### src/rtl/calc_pkg.sv
// Shared types and constants for the keypad BCD adder sequencer.
//   estado_t   : sequencer states, encoded on the 2-bit estado port
//   BCD_MAX    : largest key code accepted as a decimal digit
//   KEY_BORRAR : key code used as backspace when BACKSPACE_EN is defined
package calc_pkg;

   typedef enum logic [1:0] {
      S_OP_A = 2'd0,
      S_OP_B = 2'd1,
      S_WAIT = 2'd2,
      S_SHOW = 2'd3
   } estado_t;

   localparam logic [3:0] BCD_MAX    = 4'd9;
   localparam logic [3:0] KEY_BORRAR = 4'hB;

   // True when the key code is a decimal digit 0..9.
   function automatic logic es_digito(input logic [3:0] key);
      return (key <= BCD_MAX);
   endfunction

endpackage

### src/rtl/flanco_det.sv
// Rising-edge detector for a debounced level input.
// Two flops: one holds the previous level, the other registers a one-cycle
// pulse for each low-to-high transition, so a level held high for many
// cycles yields exactly one pulse.
// Ports:
//   clk, rst_n : clock, asynchronous active-low reset
//   sig_i      : level input
//   rise_o     : registered one-cycle pulse on each rising edge of sig_i
module flanco_det (
   input  logic clk,
   input  logic rst_n,
   input  logic sig_i,
   output logic rise_o
);

   logic prev_q;
   logic rise_q;

   always_ff @(posedge clk or negedge rst_n) begin
      if (!rst_n) begin
         prev_q <= 1'b0;
         rise_q <= 1'b0;
      end else begin
         prev_q <= sig_i;
         rise_q <= sig_i & ~prev_q;
      end
   end

   assign rise_o = rise_q;

endmodule

### src/rtl/suma_ctrl.sv
// Sequencer for the keypad BCD adder datapath.
// Collects decimal digits for operand A, stores it on guardar, collects
// operand B, launches the external adder on the second guardar, then
// latches and holds the sum until a new digit starts a fresh entry.
// Optional feature: define BACKSPACE_EN to make key 4'hB delete the last digit.
// Ports:
//   clk, rst_n      : clock, asynchronous active-low reset
//   push, entrada   : keypad strobe (level) and key code
//   guardar         : store-operand key (level)
//   finalizar       : synchronous clear to fresh entry (level)
//   sum_valid       : adder result strobe, sum_result its BCD value
//   numero          : operand being typed, numero_sv : stored operand A
//   sum_a, sum_b    : adder operands, sum_start : one-cycle adder launch
//   resultado       : latched sum, ent : digits typed, estado : FSM state
module suma_ctrl
   import calc_pkg::*;
#(
   parameter int unsigned NDIG = 3
) (
   input  logic                  clk,
   input  logic                  rst_n,
   input  logic                  push,
   input  logic [3:0]            entrada,
   input  logic                  guardar,
   input  logic                  finalizar,
   input  logic                  sum_valid,
   input  logic [4*NDIG+3:0]     sum_result,
   output logic [4*NDIG-1:0]     numero,
   output logic [4*NDIG-1:0]     numero_sv,
   output logic [4*NDIG-1:0]     sum_a,
   output logic [4*NDIG-1:0]     sum_b,
   output logic                  sum_start,
   output logic [4*NDIG+3:0]     resultado,
   output logic [1:0]            ent,
   output logic [1:0]            estado
);

   localparam int unsigned OP_W  = 4 * NDIG;
   localparam int unsigned RES_W = 4 * NDIG + 4;
   localparam int unsigned ENT_W = 2;

   logic push_rise;
   logic guardar_rise;

   // Key code captured alongside the push edge so the action uses the
   // value present when the edge was sampled.
   logic [3:0] key_q;

   estado_t             estado_q,    estado_d;
   logic [OP_W-1:0]     numero_q,    numero_d;
   logic [OP_W-1:0]     numero_sv_q, numero_sv_d;
   logic [OP_W-1:0]     sum_a_q,     sum_a_d;
   logic [OP_W-1:0]     sum_b_q,     sum_b_d;
   logic                sum_start_q, sum_start_d;
   logic [RES_W-1:0]    resultado_q, resultado_d;
   logic [ENT_W-1:0]    ent_q,       ent_d;

   flanco_det u_push_edge (
      .clk    (clk),
      .rst_n  (rst_n),
      .sig_i  (push),
      .rise_o (push_rise)
   );

   flanco_det u_guardar_edge (
      .clk    (clk),
      .rst_n  (rst_n),
      .sig_i  (guardar),
      .rise_o (guardar_rise)
   );

   // Key code sample register.
   always_ff @(posedge clk or negedge rst_n) begin
      if (!rst_n) key_q <= 4'd0;
      else        key_q <= entrada;
   end

   // State and datapath registers.
   always_ff @(posedge clk or negedge rst_n) begin
      if (!rst_n) begin
         estado_q    <= S_OP_A;
         numero_q    <= '0;
         numero_sv_q <= '0;
         sum_a_q     <= '0;
         sum_b_q     <= '0;
         sum_start_q <= 1'b0;
         resultado_q <= '0;
         ent_q       <= '0;
      end else begin
         estado_q    <= estado_d;
         numero_q    <= numero_d;
         numero_sv_q <= numero_sv_d;
         sum_a_q     <= sum_a_d;
         sum_b_q     <= sum_b_d;
         sum_start_q <= sum_start_d;
         resultado_q <= resultado_d;
         ent_q       <= ent_d;
      end
   end

   // Next-state and datapath update; finalizar overrides everything.
   always_comb begin
      estado_d    = estado_q;
      numero_d    = numero_q;
      numero_sv_d = numero_sv_q;
      sum_a_d     = sum_a_q;
      sum_b_d     = sum_b_q;
      sum_start_d = 1'b0;
      resultado_d = resultado_q;
      ent_d       = ent_q;

      if (finalizar) begin
         estado_d    = S_OP_A;
         numero_d    = '0;
         numero_sv_d = '0;
         sum_a_d     = '0;
         sum_b_d     = '0;
         resultado_d = '0;
         ent_d       = '0;
      end else begin
         unique case (estado_q)
            S_OP_A, S_OP_B: begin
               // guardar beats a same-cycle digit, which is discarded.
               if (guardar_rise) begin
                  if (estado_q == S_OP_A) begin
                     numero_sv_d = numero_q;
                     numero_d    = '0;
                     ent_d       = '0;
                     estado_d    = S_OP_B;
                  end else begin
                     sum_a_d     = numero_sv_q;
                     sum_b_d     = numero_q;
                     sum_start_d = 1'b1;
                     estado_d    = S_WAIT;
                  end
               end else if (push_rise) begin
                  if (es_digito(key_q)) begin
                     if (ent_q < ENT_W'(NDIG)) begin
                        numero_d = {numero_q[OP_W-5:0], key_q};
                        ent_d    = ent_q + ENT_W'(1);
                     end
`ifdef BACKSPACE_EN
                  end else if (key_q == KEY_BORRAR) begin
                     if (ent_q != '0) begin
                        numero_d = numero_q >> 4;
                        ent_d    = ent_q - ENT_W'(1);
                     end
`endif
                  end
               end
            end
            S_WAIT: begin
               if (sum_valid) begin
                  resultado_d = sum_result;
                  estado_d    = S_SHOW;
               end
            end
            S_SHOW: begin
               // A new digit starts a fresh operand A with that digit.
               if (push_rise && es_digito(key_q)) begin
                  numero_d    = {(OP_W-4)'(0), key_q};
                  numero_sv_d = '0;
                  resultado_d = '0;
                  ent_d       = ENT_W'(1);
                  estado_d    = S_OP_A;
               end
            end
            default: estado_d = S_OP_A;
         endcase
      end
   end

   assign numero    = numero_q;
   assign numero_sv = numero_sv_q;
   assign sum_a     = sum_a_q;
   assign sum_b     = sum_b_q;
   assign sum_start = sum_start_q;
   assign resultado = resultado_q;
   assign ent       = ent_q;
   assign estado    = 2'(estado_q);

endmodule

### config.mk
export PLATFORM = sky130hd
export DESIGN_NAME = suma_ctrl
export DESIGN_NICKNAME = d
export VERILOG_FILES = /design/src/rtl/calc_pkg.sv /design/src/rtl/flanco_det.sv /design/src/rtl/suma_ctrl.sv
export SDC_FILE = /design/constraint.sdc
export NUM_CORES = 1
export LEC_CHECK = 0
export CORE_MARGIN = 2
export CORE_UTILIZATION = 40
export DETAILED_ROUTE_END_ITERATION = 6
export GPL_TIMING_DRIVEN = 0
export PLACE_DENSITY = 0.8
export SLEW_MARGIN = 30
export SYNTH_ARGS = -nofsm -noshare
export SYNTH_HDL_FRONTEND = slang
export SYNTH_SLANG_ARGS = --single-unit
### constraint.sdc
create_clock -name clk -period 4.48 [get_ports clk]
set_input_delay 0.448 -clock clk [delete_from_list [all_inputs] [get_ports clk]]
set_output_delay 0.448 -clock clk [all_outputs]
set_load 0.02 [all_outputs]
== Word-level counts from Yosys, hierarchy flattened ==
Cells that the tools add are included.

* Memories kept: 0
* Memory bits (read-only): 0
* Register bits after elaboration: 77
* Bits in writable memories: 0
* Latch bits: 0
* Output and inout port bits: 69
* Word-level logic and storage cells: 87

* Shift-type cells: 0
* Divide/modulo/power cells: 0
* Mux-type cells: 43
* Order comparisons: 2
* Multipliers: 0
* Bitwise gates (word level): 4
* Equality and inequality tests: 12
* Reductions and logical operators: 12
* Add/subtract/negate cells: 1

{| class="wikitable"
|+ Operator list
! operator !! number
|-
| two-way mux 12 bit || 19
|-
| two-way mux 16 bit || 3
|-
| case mux 12 bit (2 select lines) || 2
|-
| case mux 16 bit (2 select lines) || 1
|-
| two-way mux 2 bit || 12
|-
| != test 3 bit, second input constant || 3
|-
| AND reduction 3 bit || 3
|-
| != test 4 x 3 -> 1 bit, second input constant || 2
|-
| case mux 2 bit (3 select lines) || 1
|-
| AND reduction 6 bit || 1
|-
| nonzero test 3 bit || 2
|-
| == test 2 bit, second input constant || 2
|-
| less-or-equal comparator 4 bit, second input constant || 1
|-
| two-way mux 1 bit || 4
|-
| != test 4 x 2 -> 1 bit, second input constant || 1
|-
| != test 4 bit, second input constant || 1
|-
| case mux 2 bit (2 select lines) || 1
|-
| AND reduction 4 bit || 1
|-
| nonzero test 2 bit || 2
|-
| != test 3 x 2 -> 1 bit, second input constant || 1
|-
| adder 2 x 1 -> 2 bit, second input constant || 1
|-
| bitwise AND 1 bit || 2
|-
| == test 2 x 1 -> 1 bit, second input constant || 1
|-
| zero test 2 bit || 1
|-
| other kinds (5) || 6
|}

== Longest topological paths before layout ==
* Depth in word-level cells: 7
* Gate-level depth with buffers: 8
* Depth with buffers taken out: 6

== Hierarchy ==
From an unflattened synthesis, not the netlist that was laid out.

* Cells, all modules: 282
* Area total of the unflattened synthesis: 3181.8 µm²

{| class="wikitable"
|+ By module, submodules not included
! module !! area each (µm²) !! cells an instance !! times used !! sequential area each (µm²)
|-
| suma_ctrl || 3054.2 || 276 || 1 || 1826.8
|-
| flanco_det || 63.8 || 3 || 2 || 50.0
|}

== Worst setup path before layout ==
No wires, ideal clock.

* Path kind: register -> register
* Start point: register estado_q[1], in the netlist estado[1]
* End point: register numero_q[10], in the netlist numero[10]
* Data required time: 4.401 ns
* Period minus slack after synthesis: 1.961 ns
* Data arrival time: 1.881 ns
* Slack: 2.519 ns
* Cell stages (with the launch flop): 8
* Cell sequence: dfrtp_1 > inv_1 > ha_1 > nand2_1 > o21ai_0 > a221oi_2 > buf_4 > mux2i_1

* Cells in the longest elaborated chain, start to end: 4

{| class="wikitable"
|+ Ends and longest elaborated chain
! what !! RTL line !! source
|-
| start: declaration || suma_ctrl.sv:49 || <nowiki>estado_t estado_q, estado_d;</nowiki>
|-
| start signal: assignment || suma_ctrl.sv:90 || <nowiki>estado_q <= estado_d;</nowiki>
|-
| == test 2 x 1 -> 1 bit or zero test 2 bit (tied branches) || suma_ctrl.sv:121, suma_ctrl.sv:125 ||
|-
| OR reduction 2 bit || suma_ctrl.sv:121 || <nowiki>unique case (estado_q)</nowiki>
|-
| != test 4 x 2 -> 1 bit (no source line) (tied with other cells) || -- ||
|-
| AND reduction 6 bit (no source line) or two-way mux 12 bit (tied branches) || -- ||
|-
| end signal: assignment || suma_ctrl.sv:91 || <nowiki>numero_q <= numero_d;</nowiki>
|-
| end: declaration || suma_ctrl.sv:50 || <nowiki>logic [OP_W-1:0] numero_q, numero_d;</nowiki>
|}

Parallel ways exist; a longest one is shown, timed or not.
A chain may end at the register's enable or synchronous reset.

== Worst setup path after layout ==
* Start point: input finalizar
* End point: register numero_sv_q[4], in the netlist numero_sv[4]

* Cells in the longest elaborated chain, start to end: 2

{| class="wikitable"
|+ Ends and longest elaborated chain
! what !! RTL line !! source
|-
| start: declaration || suma_ctrl.sv:25 || <nowiki>input logic finalizar,</nowiki>
|-
| != test 3 bit (no source line) (tied with other cells) || -- ||
|-
| AND reduction 4 bit (no source line) || -- ||
|-
| end signal: assignment || suma_ctrl.sv:92 || <nowiki>numero_sv_q <= numero_sv_d;</nowiki>
|-
| end: declaration || suma_ctrl.sv:51 || <nowiki>logic [OP_W-1:0] numero_sv_q, numero_sv_d;</nowiki>
|}

Parallel ways exist; a longest one is shown, timed or not.

==> flow_summary_export.csv <==
group,metric,value,unit
clocking,cts_hold_buf,0,
layout,drive_gt1_frac,0.0691,
critical_path,critPathLaunchType,"primary input",
placement,dpl-instance-area,4220,um2
layout,final_core_utilization,0.583,
sta,fmax,451,MHz
synth,yosys_warnings,0,
clocking,cts.sinks,77,
critical_path,critPathKind,"primary input to flip-flop",
detailed_routing,dr_total_vias,2417,
clocking,post_cts_buffers,0,
clocking,path_clk_slew,0.08,ns
sta,final-hold-violation-count,0,
clocking,h-tree-depth,3,
detailed_routing,routedWlPerCell,15.0,um
placement,port_buffers,94,
synth,synth_common_cells,"dfrtp_1, nand2_1, inv_1",
synth,synth_most_common_cell,"dfrtp_1",
critical_path,worstPathArrival,2.49,ns
critical_path,slowest_delay,0.56,ns
power,vdd.ir_drop.worst,0.250,mV
clocking,cts_resized,0,
placement,gp_congestion,0.809,
detailed_routing,viasPerCell,4.90,
layout,area_delta_synth_final,42.5,%
critical_path,required,4.75,ns
synth,synth_top_cell_by_area,"dfrtp_1",
sta,slew_viol_final,0,
critical_path,cp_cell_sequence,"clkdlybuf4s50_1 > clkbuf_1 > nor2_1 > clkbuf_1 > nand2_1 > mux2i_1",
layout,n_antenna_cell,0,
sta,maxSlewHeadroom,0.383,
detailed_routing,drtAntennaViolNets,0,
sta,worst_pin_slew,0.918,ns
synth,yosysUniqueCellTypes,25,
sta,hold-worst-slack,0.106,ns
detailed_routing,drt_iter0_drc,119,
synth,synth_edf_count,0,
sta,finalCriticalPeriod,2.22,ns
clocking,cts_tree,"built",
synth,ys_ff_latch,77,
sta,fin_tns_setup,0,ns
global_route,antenna_found_initial,0,
synth,synthCells,280,
floorplanning,num_io_pins,95,
floorplanning,die_w,92.5,um
floorplanning,core_area,7650,um2
flow_run,cap_violations,0,
synth,synth_nets,311,
clocking,root_buffer,"clkbuf_8",
critical_path,cp_slowest_cell,"nor2_1",
global_route,grt.overflow.total,0,
critical_path,path_max_fanout,10,
critical_path,crit_top_cell,"clkbuf_1",
synth,seq_area_frac_synth,0.616,
floorplanning,dieArea,8550,um2
clocking,clock_latency,0.35,ns
global_route,grt_usage,0.188,
placement,dp_hpwl,5.31,mm
synth,ys.flop_type,"dfrtp_1",
power,pwr_density_cell,525,nW/um2
sta,grt_setup_unrepaired,"no",
floorplanning,placementRows,32,
global_route,grt_pass1_wl,12.4,mm
global_route,grt_pass1_vias,2462,
sta,post-route-period-util,0.495,
sta,fin_worst_skew,0.00976,ns
floorplanning,die_y,92.5,um
synth,synth_area,3130,um2
synth,synthDominantCellAreaShare,0.616,
layout,fin_area,4460,um2
synth,synthArstFlopShare,1.00,
power,static-leakage-power,2.02,nW
floorplanning,start_util,0.409,
global_route,grt_max_degree,48,
hold_path,hold_class,"primary input to async pin",
critical_path,crit_path_end_kind,"flip-flop",
synth,ys_top_cells_by_area,"dfrtp_1, mux2i_1, nand2_1, a22o_1, inv_1",
sta,finalSetupViolations,0,
layout,final_nets,417,
detailed_routing,totalWireLength,7.40,mm
run_status,outcome,"finished clean",
detailed_routing,remaining_drc_errors,0,
clocking,cts_buffer_depth,2,
layout,fillers,641,
detailed_routing,firstDrtPassIters,4,
clocking,numCtsBuffers,9,
synth,avgSynthCellArea,11.2,um2
## per-layer routing
metal	GRT usage	vias up	wire length, um
li1	-	1143	-
met1	0.248	1198	3340
met2	0.294	69	3610
met3	0.0553	7	344
met4	0.0721	0	110
met5	0	-	0
## final cells by class
class / count / area [um2] / share of cell area
buffer: 14 / 63.8 / 0.0143
clock buffer: 9 / 124 / 0.0278
clock inverter: 7 / 121 / 0.0272
inverter: 27 / 101 / 0.0227
multi-input combinational: 162 / 1040 / 0.233
sequential: 77 / 1930 / 0.432
tap: 102 / 128 / 0.0286
timing repair buffer: 95 / 958 / 0.215
## where the power goes
group          internal [mW]  total (mW)  leakage [nW]  switching (mW)
clock network          0.374       0.639         0.124           0.265
logic                  0.368       0.796         0.859           0.428
registers              0.804       0.908          1.03           0.104
## path summary, 6_finish.rpt
path                                       start               endpoint  slack [ns]  cells past startpoint
max in group asynchronous                  rst_n               key_q[3]        3.80                      2
min in group clk           u_guardar_edge.prev_q  u_guardar_edge.rise_o        0.39                      1
hold / removal                             rst_n               sum_a[8]        0.11                      1
setup / recovery                       finalizar           numero_sv[4]        2.26                      6
setup reg to reg                       estado[0]           numero_sv[4]        2.26                      8
hold reg to reg            u_guardar_edge.prev_q  u_guardar_edge.rise_o        0.39                      1
## registers in the layout (all words and copies together), names as in the netlist
signal / cells
sum_b: 12
sum_start: 1
sum_a: 12
u_push_edge.prev_q: 1
u_guardar_edge.prev_q: 1
u_guardar_edge.rise_o: 1
key_q: 4
numero_sv: 12
numero: 12
u_push_edge.rise_o: 1
resultado: 16
estado: 2
ent: 2
## through the flow
step | setup slack, ns | instances | total power, mW
after floorplan | 2.52 | 280 | 1.36
after global placement | 0.386 | 476 | 1.69
after detailed placement | 1.91 | 477 | 1.72
after CTS | 2.22 | 493 | 2.36
after global routing | 2.09 | 493 | 2.48
final | 2.26 | 493 | 2.34
## kinds of logic after synthesis
group           synth area share
simple gates               0.106
mux                       0.0907
flops                      0.616
buf+inv                   0.0528
fa+ha+maj                 0.0200
compound gates             0.116
## critical path, delay by kind of cell
family | cells | cell delay [ns]
buffers and inverters | 3 | 1.21
muxes | 1 | 0.17
and+or+nand+nor | 2 | 0.66
## cell usage in the layout, fill, tap and decap left out
cell type        netlist  layout
bufinv_16              0       3
ha_1                   5       5
nand3b_1               1       1
a211oi_1               1       1
nor4b_1                1       1
nor2b_1                3       3
o21ai_1                3       3
nand2_1               57      57
inv_1                 27      27
nand2b_1               2       2
buf_2                  3       3
clkdlybuf4s50_1        0      93
o32a_1                 1       1
clkbuf_8               0       9
inv_6                  0       2
nor3b_1                1       1
or3b_1                 1       1
mux2i_1               25      25
o21ai_0               16      16
buf_4                  2       3
dfrtp_1               77      77
a221oi_2               1       1
a22o_1                24      24
o32ai_1                1       1
clkbuf_1               9       9
nor2_1                10      10
clkinv_2               0       1
buf_12                 0       1
nor3_1                 3       3
a21oi_1                3       3
mux2_2                 3       3
clkinv_4               0       1
(Power assumes the default switching activity.)
